<file path="src/rtl/axil_initiator_pkg.sv">
// Shared AXI4-Lite types: response codes used by slaves too, and the initiator FSM states.
package axil_pkg;

    typedef enum logic [1:0] {
        OKAY   = 2'd0,
        EXOKAY = 2'd1,
        SLVERR = 2'd2,
        DECERR = 2'd3
    } axil_resp_t;

    typedef enum logic [2:0] {
        IDLE,
        WADDR,
        WRESP,
        RADDR,
        RDATA,
        RESP
    } axil_init_state_t;

endpackage

</file>
<file path="src/rtl/axil_initiator_if.sv">
// AXI4-Lite bus bundle, 32-bit data; M is the initiator view, S the slave view.
interface AxiLite #(
    parameter int ADDR_W = 32
);
    logic              awValid;
    logic              awReady;
    logic [ADDR_W-1:0] awAddr;
    logic [2:0]        awProt;
    logic              wValid;
    logic              wReady;
    logic [31:0]       wData;
    logic [3:0]        wStrb;
    logic              bValid;
    logic              bReady;
    logic [1:0]        bResp;
    logic              arValid;
    logic              arReady;
    logic [ADDR_W-1:0] arAddr;
    logic [2:0]        arProt;
    logic              rValid;
    logic              rReady;
    logic [31:0]       rData;
    logic [1:0]        rResp;

    modport M (
        output awValid, awAddr, awProt, wValid, wData, wStrb, bReady,
               arValid, arAddr, arProt, rReady,
        input  awReady, wReady, bValid, bResp, arReady, rValid, rData, rResp
    );

    modport S (
        input  awValid, awAddr, awProt, wValid, wData, wStrb, bReady,
               arValid, arAddr, arProt, rReady,
        output awReady, wReady, bValid, bResp, arReady, rValid, rData, rResp
    );
endinterface

</file>
<file path="src/rtl/axil_initiator.sv">
// Single-outstanding AXI4-Lite initiator: one command in, one bus transaction, one response out,
// with a sticky saturating timeout flag for spotting hung slaves.
module axil_initiator
    import axil_pkg::*;
#(
    parameter int ADDR_W  = 32,
    parameter int TIMEOUT = 1024
) (
    input  logic              aclk,
    input  logic              areset,
    AxiLite.M                 bus,
    input  logic              cmdValid,
    output logic              cmdReady,
    input  logic              cmdWrite,
    input  logic [ADDR_W-1:0] cmdAddr,
    input  logic [31:0]       cmdData,
    input  logic [3:0]        cmdStrb,
    output logic              rspValid,
    input  logic              rspReady,
    output logic              rspWrite,
    output logic [31:0]       rspData,
    output logic [1:0]        rspResp,
    output logic              busy,
    output logic              timeout
);
    localparam int BusAddrW = $bits(bus.awAddr);
    localparam int CntW     = (TIMEOUT > 0) ? $clog2(TIMEOUT + 1) : 1;

    if (ADDR_W > BusAddrW) begin : g_addrCheck
        $error("axil_initiator: ADDR_W exceeds the bus address width");
    end

    axil_init_state_t    stateQ, stateD;
    logic                awValidQ, awValidD, wValidQ, wValidD, arValidQ, arValidD;
    logic                bReadyQ, bReadyD, rReadyQ, rReadyD;
    logic                rspValidQ, rspValidD, rspWriteQ, rspWriteD;
    logic [31:0]         rspDataQ, rspDataD;
    axil_resp_t          rspRespQ, rspRespD;
    logic [BusAddrW-1:0] addrQ, addrD;
    logic [31:0]         dataQ, dataD;
    logic [3:0]          strbQ, strbD;
    logic                timeoutQ, timeoutD;
    logic [CntW-1:0]     cntQ, cntD;
    logic                awDone, wDone;

    always_ff @(posedge aclk) begin
        if (areset) begin
            stateQ    <= IDLE;
            awValidQ  <= 1'b0;
            wValidQ   <= 1'b0;
            arValidQ  <= 1'b0;
            bReadyQ   <= 1'b0;
            rReadyQ   <= 1'b0;
            rspValidQ <= 1'b0;
            rspWriteQ <= 1'b0;
            rspDataQ  <= '0;
            rspRespQ  <= OKAY;
            addrQ     <= '0;
            dataQ     <= '0;
            strbQ     <= '0;
            timeoutQ  <= 1'b0;
            cntQ      <= '0;
        end else begin
            stateQ    <= stateD;
            awValidQ  <= awValidD;
            wValidQ   <= wValidD;
            arValidQ  <= arValidD;
            bReadyQ   <= bReadyD;
            rReadyQ   <= rReadyD;
            rspValidQ <= rspValidD;
            rspWriteQ <= rspWriteD;
            rspDataQ  <= rspDataD;
            rspRespQ  <= rspRespD;
            addrQ     <= addrD;
            dataQ     <= dataD;
            strbQ     <= strbD;
            timeoutQ  <= timeoutD;
            cntQ      <= cntD;
        end
    end

    // A channel whose valid already dropped has handshaken earlier, so it counts as done.
    assign awDone = !awValidQ || bus.awReady;
    assign wDone  = !wValidQ || bus.wReady;

    always_comb begin
        stateD    = stateQ;
        awValidD  = awValidQ;
        wValidD   = wValidQ;
        arValidD  = arValidQ;
        bReadyD   = bReadyQ;
        rReadyD   = rReadyQ;
        rspValidD = rspValidQ;
        rspWriteD = rspWriteQ;
        rspDataD  = rspDataQ;
        rspRespD  = rspRespQ;
        addrD     = addrQ;
        dataD     = dataQ;
        strbD     = strbQ;
        timeoutD  = timeoutQ;
        cntD      = cntQ;

        case (stateQ)
            IDLE: begin
                if (cmdValid) begin
                    addrD    = BusAddrW'(cmdAddr & ~ADDR_W'(3));
                    dataD    = cmdData;
                    strbD    = cmdStrb;
                    cntD     = '0;
                    timeoutD = 1'b0;
                    if (cmdWrite) begin
                        stateD   = WADDR;
                        awValidD = 1'b1;
                        wValidD  = 1'b1;
                    end else begin
                        stateD   = RADDR;
                        arValidD = 1'b1;
                    end
                end
            end
            WADDR: begin
                if (awValidQ && bus.awReady) awValidD = 1'b0;
                if (wValidQ && bus.wReady)   wValidD  = 1'b0;
                if (awDone && wDone) begin
                    stateD  = WRESP;
                    bReadyD = 1'b1;
                end
            end
            WRESP: begin
                if (bus.bValid) begin
                    stateD    = RESP;
                    bReadyD   = 1'b0;
                    rspValidD = 1'b1;
                    rspWriteD = 1'b1;
                    rspDataD  = '0;
                    rspRespD  = axil_resp_t'(bus.bResp);
                end
            end
            RADDR: begin
                if (bus.arReady) begin
                    stateD   = RDATA;
                    arValidD = 1'b0;
                    rReadyD  = 1'b1;
                end
            end
            RDATA: begin
                if (bus.rValid) begin
                    stateD    = RESP;
                    rReadyD   = 1'b0;
                    rspValidD = 1'b1;
                    rspWriteD = 1'b0;
                    rspDataD  = bus.rData;
                    rspRespD  = axil_resp_t'(bus.rResp);
                end
            end
            RESP: begin
                if (rspReady) begin
                    stateD    = IDLE;
                    rspValidD = 1'b0;
                end
            end
            default: stateD = IDLE;
        endcase

        // Waiting on the bus only; the transaction is never aborted, the flag just latches.
        if (TIMEOUT != 0 && stateQ inside {WADDR, WRESP, RADDR, RDATA} && cntQ != CntW'(TIMEOUT)) begin
            cntD = cntQ + CntW'(1);
            if (cntD == CntW'(TIMEOUT)) timeoutD = 1'b1;
        end
    end

    assign cmdReady = (stateQ == IDLE) && !areset;
    assign busy     = (stateQ != IDLE);
    assign rspValid = rspValidQ;
    assign rspWrite = rspWriteQ;
    assign rspData  = rspDataQ;
    assign rspResp  = rspRespQ;
    assign timeout  = timeoutQ;

    assign bus.awValid = awValidQ;
    assign bus.awAddr  = addrQ;
    assign bus.awProt  = 3'b000;
    assign bus.wValid  = wValidQ;
    assign bus.wData   = dataQ;
    assign bus.wStrb   = strbQ;
    assign bus.bReady  = bReadyQ;
    assign bus.arValid = arValidQ;
    assign bus.arAddr  = addrQ;
    assign bus.arProt  = 3'b000;
    assign bus.rReady  = rReadyQ;

    awHold: assert property (@(posedge aclk) disable iff (areset) bus.awValid && !bus.awReady |=> bus.awValid);
    wHold:  assert property (@(posedge aclk) disable iff (areset) bus.wValid && !bus.wReady |=> bus.wValid);
    arHold: assert property (@(posedge aclk) disable iff (areset) bus.arValid && !bus.arReady |=> bus.arValid);

endmodule

</file>
<file path="src/flat_wrapper.sv">
// flat-port wrapper written by rule: the top's interface ports become plain ports
module axil_initiator_flat import axil_pkg::*;
#(
    parameter int ADDR_W  = 32,
    parameter int TIMEOUT = 1024
)
  (aclk, areset, cmdValid, cmdReady, cmdWrite, cmdAddr, cmdData, cmdStrb, rspValid, rspReady, rspWrite, rspData, rspResp, busy, timeout, bus_awValid, bus_awAddr, bus_awProt, bus_wValid, bus_wData, bus_wStrb, bus_bReady, bus_arValid, bus_arAddr, bus_arProt, bus_rReady, bus_awReady, bus_wReady, bus_bValid, bus_bResp, bus_arReady, bus_rValid, bus_rData, bus_rResp);
  AxiLite #(.ADDR_W(ADDR_W)) bus_i ();
  input  logic aclk;
  input  logic areset;
  input  logic cmdValid;
  output logic cmdReady;
  input  logic cmdWrite;
  input  logic [ADDR_W-1:0] cmdAddr;
  input  logic [31:0] cmdData;
  input  logic [3:0] cmdStrb;
  output logic rspValid;
  input  logic rspReady;
  output logic rspWrite;
  output logic [31:0] rspData;
  output logic [1:0] rspResp;
  output logic busy;
  output logic timeout;
  output wire logic [$bits(bus_i.awValid)-1:0] bus_awValid;
  output wire logic [$bits(bus_i.awAddr)-1:0] bus_awAddr;
  output wire logic [$bits(bus_i.awProt)-1:0] bus_awProt;
  output wire logic [$bits(bus_i.wValid)-1:0] bus_wValid;
  output wire logic [$bits(bus_i.wData)-1:0] bus_wData;
  output wire logic [$bits(bus_i.wStrb)-1:0] bus_wStrb;
  output wire logic [$bits(bus_i.bReady)-1:0] bus_bReady;
  output wire logic [$bits(bus_i.arValid)-1:0] bus_arValid;
  output wire logic [$bits(bus_i.arAddr)-1:0] bus_arAddr;
  output wire logic [$bits(bus_i.arProt)-1:0] bus_arProt;
  output wire logic [$bits(bus_i.rReady)-1:0] bus_rReady;
  input wire logic [$bits(bus_i.awReady)-1:0] bus_awReady;
  input wire logic [$bits(bus_i.wReady)-1:0] bus_wReady;
  input wire logic [$bits(bus_i.bValid)-1:0] bus_bValid;
  input wire logic [$bits(bus_i.bResp)-1:0] bus_bResp;
  input wire logic [$bits(bus_i.arReady)-1:0] bus_arReady;
  input wire logic [$bits(bus_i.rValid)-1:0] bus_rValid;
  input wire logic [$bits(bus_i.rData)-1:0] bus_rData;
  input wire logic [$bits(bus_i.rResp)-1:0] bus_rResp;
  assign bus_awValid = bus_i.awValid;
  assign bus_awAddr = bus_i.awAddr;
  assign bus_awProt = bus_i.awProt;
  assign bus_wValid = bus_i.wValid;
  assign bus_wData = bus_i.wData;
  assign bus_wStrb = bus_i.wStrb;
  assign bus_bReady = bus_i.bReady;
  assign bus_arValid = bus_i.arValid;
  assign bus_arAddr = bus_i.arAddr;
  assign bus_arProt = bus_i.arProt;
  assign bus_rReady = bus_i.rReady;
  assign bus_i.awReady = bus_awReady;
  assign bus_i.wReady = bus_wReady;
  assign bus_i.bValid = bus_bValid;
  assign bus_i.bResp = bus_bResp;
  assign bus_i.arReady = bus_arReady;
  assign bus_i.rValid = bus_rValid;
  assign bus_i.rData = bus_rData;
  assign bus_i.rResp = bus_rResp;
  axil_initiator #(.ADDR_W(ADDR_W), .TIMEOUT(TIMEOUT)) u_core (.aclk(aclk), .areset(areset), .bus(bus_i), .cmdValid(cmdValid), .cmdReady(cmdReady), .cmdWrite(cmdWrite), .cmdAddr(cmdAddr), .cmdData(cmdData), .cmdStrb(cmdStrb), .rspValid(rspValid), .rspReady(rspReady), .rspWrite(rspWrite), .rspData(rspData), .rspResp(rspResp), .busy(busy), .timeout(timeout));
endmodule
</file>
<file path="config.mk">
export PLATFORM = sky130hd
export DESIGN_NAME = axil_initiator_flat
export DESIGN_NICKNAME = d
export VERILOG_FILES = /design/src/rtl/axil_initiator_pkg.sv /design/src/rtl/axil_initiator_if.sv /design/src/rtl/axil_initiator.sv /design/src/flat_wrapper.sv
export SDC_FILE = /design/constraint.sdc
export NUM_CORES = 1
export LEC_CHECK = 0
export CORE_MARGIN = 2
export CORE_UTILIZATION = 36
export DETAILED_ROUTE_END_ITERATION = 10
export PLACE_DENSITY = 0.75
export SYNTH_ARGS = -nofsm -noshare
export SYNTH_HDL_FRONTEND = slang
export SYNTH_SLANG_ARGS = --single-unit
</file>
<file path="constraint.sdc">
create_clock -name aclk -period 1.6 [get_ports aclk]
set_input_delay 0.32 -clock aclk [delete_from_list [all_inputs] [get_ports aclk]]
set_output_delay 0.32 -clock aclk [all_outputs]
set_load 0.01 [all_outputs]
</file>
==> metrics.md, run 1 <==
| Metric | Value |
|---|---|
| Hold Crit Class | in -> reg |
| Chip Height | 122 µm |
| Avg Cell Area, Syn | 8.08 µm² |
| Slew Viols, Final | 0 |
| Starting Density | 36.5% |
| Final Instance Area | 0.00873 mm² |
| Pwr/cell area | 1530 mW/mm² |
| Crit-path slowest cell | or4_4 |
| Total clock sinks | 122 |
| Post-Synth XOR/XNOR Area | 0.350% |
| Area delta synth->final | 74.5% |
| TritonCTS Buffers | 17 |
| Worst-Skew Late Latency | 0.41 ns |
| Post-detailed-route count of antenna-violating nets | 0 |
| NumNets Final | 997 |
| CTS hold repair buffers | 0 |
| WL final | 16300 µm |
| Placed cell areas | 0.00776 mm² |
| Mux contribution to synthesized area | 1.25% |
| Share of cells above drive strength 1 | 20.4% |
| Clock tree buffer depth | 2 |
| Synth Area in Adders | 0.500% |
| Global-route wire length before repair | 23200 µm |
| Non-filler cells, final | 1074 |
| Floorplan row count | 43 |
| FF+latch count, synth | 122 |
| Initial antenna violation count | 0 |
| CP startpoint kind | flop |
| DP Cell Count | 1029 |
| # IOs | 264 |
| # setup viols final | 7 |
| Routability cong. | 0.841 |
| Core Area | 0.0137 mm² |
| Crit path cell chain | o21a_1 > or2_4 > buf_6 > or4_4 > a31oi_4 |
| Maximum vdd drop | 0.981 mV |
| F_max | 595 MHz |
| Req. time, crit path | 1.94 ns |
| PnR worst setup slack | -0.0798 ns |
| Syn Inst Count | 619 |
| Fin. Hold Viols | 0 |
| Inserted Diodes | 0 |
| Crit end category | flop |
| Kind of critical path | reg -> reg |
| Port Buffers | 251 |
| CTS clk-pin slew, worst paths | 0.06 ns |
| Ys flop type | dfxtp_1 |
| Status | complete, but fails checks |
| Largest family of logic cells by synthesized area | simple AND/OR/NAND/NOR gates |
| Clock skew | 0.00721 ns |
| Largest net degree at the start of global routing | 45 |
| Via Count | 5216 |
| WP data arrival | 2.02 ns |
| Worst rel slew slack | 64.3% |
| Failing checks | negative setup slack |
| Compound-gate portion of the synthesized area | 17.0% |
| Die X | 122 µm |
| Die ar. | 0.0149 mm² |
| Synth Area in Simple Gates | 21.6% |
| Distinct cells, synth | 47 |
| H-tree levels | 4 |
| Detail-routed net length per standard cell | 15.2 µm |
| DR DRC count | 0 |
| Mapped Area | 0.00500 mm² |
| Detail-routed via count per cell | 4.86 |
| Pre-CTS WS | -0.402 ns |
| Period utilisation layout | 105% |
| Worst Path Max Fanout | 6 |
| Overall Global Routing Usage | 19.7% |
| Max incr delay on CP | 0.43 ns |
| Starting DRT DRC Count | 216 |
| Slew @ Worst Pin | 0.535 ns |
| Total power | 0.0133 W |
| DR pass1 iterations | 4 |
| CTS tree | yes |
| Total congestion overflow | 0 |
| DP HPWL | 10700 µm |
| Syn. warnings | 0 |
| Min cycle time layout | 1.68 ns |
| P_leak | 3.91 nW |
| Post-synthesis sequential area ratio | 48.8% |
| Vias in the first global route | 4737 |
| Min Hold Slack | 0.263 ns |
| Root Buffer | clkbuf_16 |
| Synth async-reset ratio | 0% |
| Post-synth EDFFs | 0 |
| Max-Cap Viols | 0 |
| RSZ-0062 raised after global routing | true |
==> cells in the mapped netlist, types with 2 or more instances <==
| cell | n | share of area [%] |
|---|---|---|
| a211oi_1 | 4 | 0.60 |
| a21oi_1 | 85 | 8.5 |
| a22oi_1 | 33 | 5.0 |
| a31oi_1 | 6 | 0.75 |
| buf_2 | 14 | 1.4 |
| buf_4 | 40 | 6.0 |
| buf_6 | 2 | 0.45 |
| clkbuf_1 | 30 | 2.3 |
| dfxtp_1 | 122 | 49 |
| ha_1 | 2 | 0.50 |
| inv_1 | 4 | 0.30 |
| mux2_2 | 2 | 0.45 |
| mux2i_1 | 4 | 0.80 |
| nand2_1 | 149 | 11 |
| nand2b_1 | 4 | 0.50 |
| nand3_1 | 7 | 0.70 |
| nand3b_1 | 4 | 0.60 |
| nor2_1 | 53 | 4.0 |
| nor2b_1 | 4 | 0.50 |
| nor3_1 | 16 | 1.6 |
| o21a_1 | 2 | 0.30 |
| o21ai_0 | 4 | 0.40 |
| o21ai_1 | 2 | 0.20 |
| or2_2 | 2 | 0.25 |
| or3_1 | 2 | 0.25 |
==> repair_timing <==
action / CTS / global route
pin swaps: 5 / 12
setup endpoints to repair: 166 / 110
gates resized for setup: 163 / 71
gates cloned: 0 / 9
setup buffers: 2 / 2
endpoints found under the hold margin: 0 / 0
==> final cells by class <==
class	instances	area, µm²
Timing Repair Buffer	320	3050
Tap cell	180	225
Sequential cell	122	2460
Clock buffer	22	474
Multi-Input combinational cell	416	2380
Clock inverter	10	118
Fill cell	1227	4990
Inverter	4	15.0
==> critical path, delay by kind of cell (launching register included) <==
kind                   cells  cell delay, ns
buffers and inverters      1            0.14
DFF                        1            0.36
and+or+nand+nor            2            0.71
AOI/OAI and AO/OA          2            0.39
==> cells by family after synthesis <==
logic type / count (synthesis)
flops: 122
simple gates: 253
buf+inv: 91
fa+ha+maj: 2
other cells: 1
xor+xnor: 2
compound gates: 142
mux: 6
==> metal layers <==
layer / vias up / wire length [µm] / track usage, % / part of all wire [%]
met4: 0 / 203 / 6.82 / 1.2
met5: - / 0 / 0 / 0
met1: 2437 / 6680 / 23.0 / 41
met3: 19 / 1340 / 7.68 / 8.2
li1: 2562 / - / - / -
met2: 198 / 8060 / 33.1 / 50
==> metrics by stage <==
stage	setup TNS, ns	util, %
floorplan	-0.119	-
global placement	-7.54	56.6
detailed placement	-8.64	56.6
CTS	-0.122	60.1
global route	-3.93	63.6
finish	-0.232	63.6
==> sequential cells by signal (all words and copies together) (netlist names) <==
register,count
u_core.bus.arAddr,30
u_core.bus.arValid,1
u_core.bus.awValid,1
u_core.bus.bReady,1
u_core.bus.rReady,1
u_core.bus.wData,32
u_core.bus.wStrb,4
u_core.bus.wValid,1
u_core.cntQ,11
u_core.rspData,32
u_core.rspResp,2
u_core.rspValid,1
u_core.rspWrite,1
u_core.stateQ,3
u_core.timeout,1
==> worst paths after layout <==
path	from	to	slack, ns	cells past startpoint
max reg2reg	u_core.stateQ[0]	u_core.cntQ[8]	-0.08	5
min reg2reg	u_core.bus.wData[9]	u_core.bus.wData[9]	0.45	2
min	areset	u_core.timeout	0.26	3
max	u_core.stateQ[0]	u_core.cntQ[8]	-0.08	5
==> power breakdown <==
| part | leakage, nW | switching [W] | internal [W] |
|---|---|---|---|
| Clock | 0.290 | 0.00136 | 0.00242 |
| Sequential | 0.998 | 0.000374 | 0.00362 |
| Combinational | 2.63 | 0.00282 | 0.00276 |
==> placed cells by master, fill, tap and decap left out, types with 8 or more instances in the layout <==
master,instances
a21oi_1,62
conb_1,10
clkbuf_16,22
a22oi_1,20
nor3_1,15
buf_6,8
nor2_1,47
a22oi_2,13
dlygate4sd2_1,137
dfxtp_1,115
buf_4,50
nand2_1,144
clkdlybuf4s50_1,110
a21oi_2,23
No activity file was read; power rests on OpenSTA's default activity.
==> run 2, diff against run 1 <==
--- a/config.mk
+++ b/config.mk
@@ -7,6 +7,7 @@
 export LEC_CHECK = 0
 export CORE_MARGIN = 2
 export CORE_UTILIZATION = 36
+export CTS_CLUSTER_DIAMETER = 120
 export DETAILED_ROUTE_END_ITERATION = 10
 export PLACE_DENSITY = 0.75
 export SYNTH_ARGS = -nofsm -noshare
==> results of run 2 <==
Same layout as run 1: the final DEF is identical, and so are final timing and power.
==> run 3, diff against run 2 <==
--- a/config.mk
+++ b/config.mk
@@ -9,6 +9,7 @@
 export CORE_UTILIZATION = 36
 export CTS_CLUSTER_DIAMETER = 120
 export DETAILED_ROUTE_END_ITERATION = 10
+export GPL_ROUTABILITY_DRIVEN = 0
 export PLACE_DENSITY = 0.75
 export SYNTH_ARGS = -nofsm -noshare
 export SYNTH_HDL_FRONTEND = slang
==> results of run 3 <==
Same layout as run 1: the final DEF is identical, and so are final timing and power.
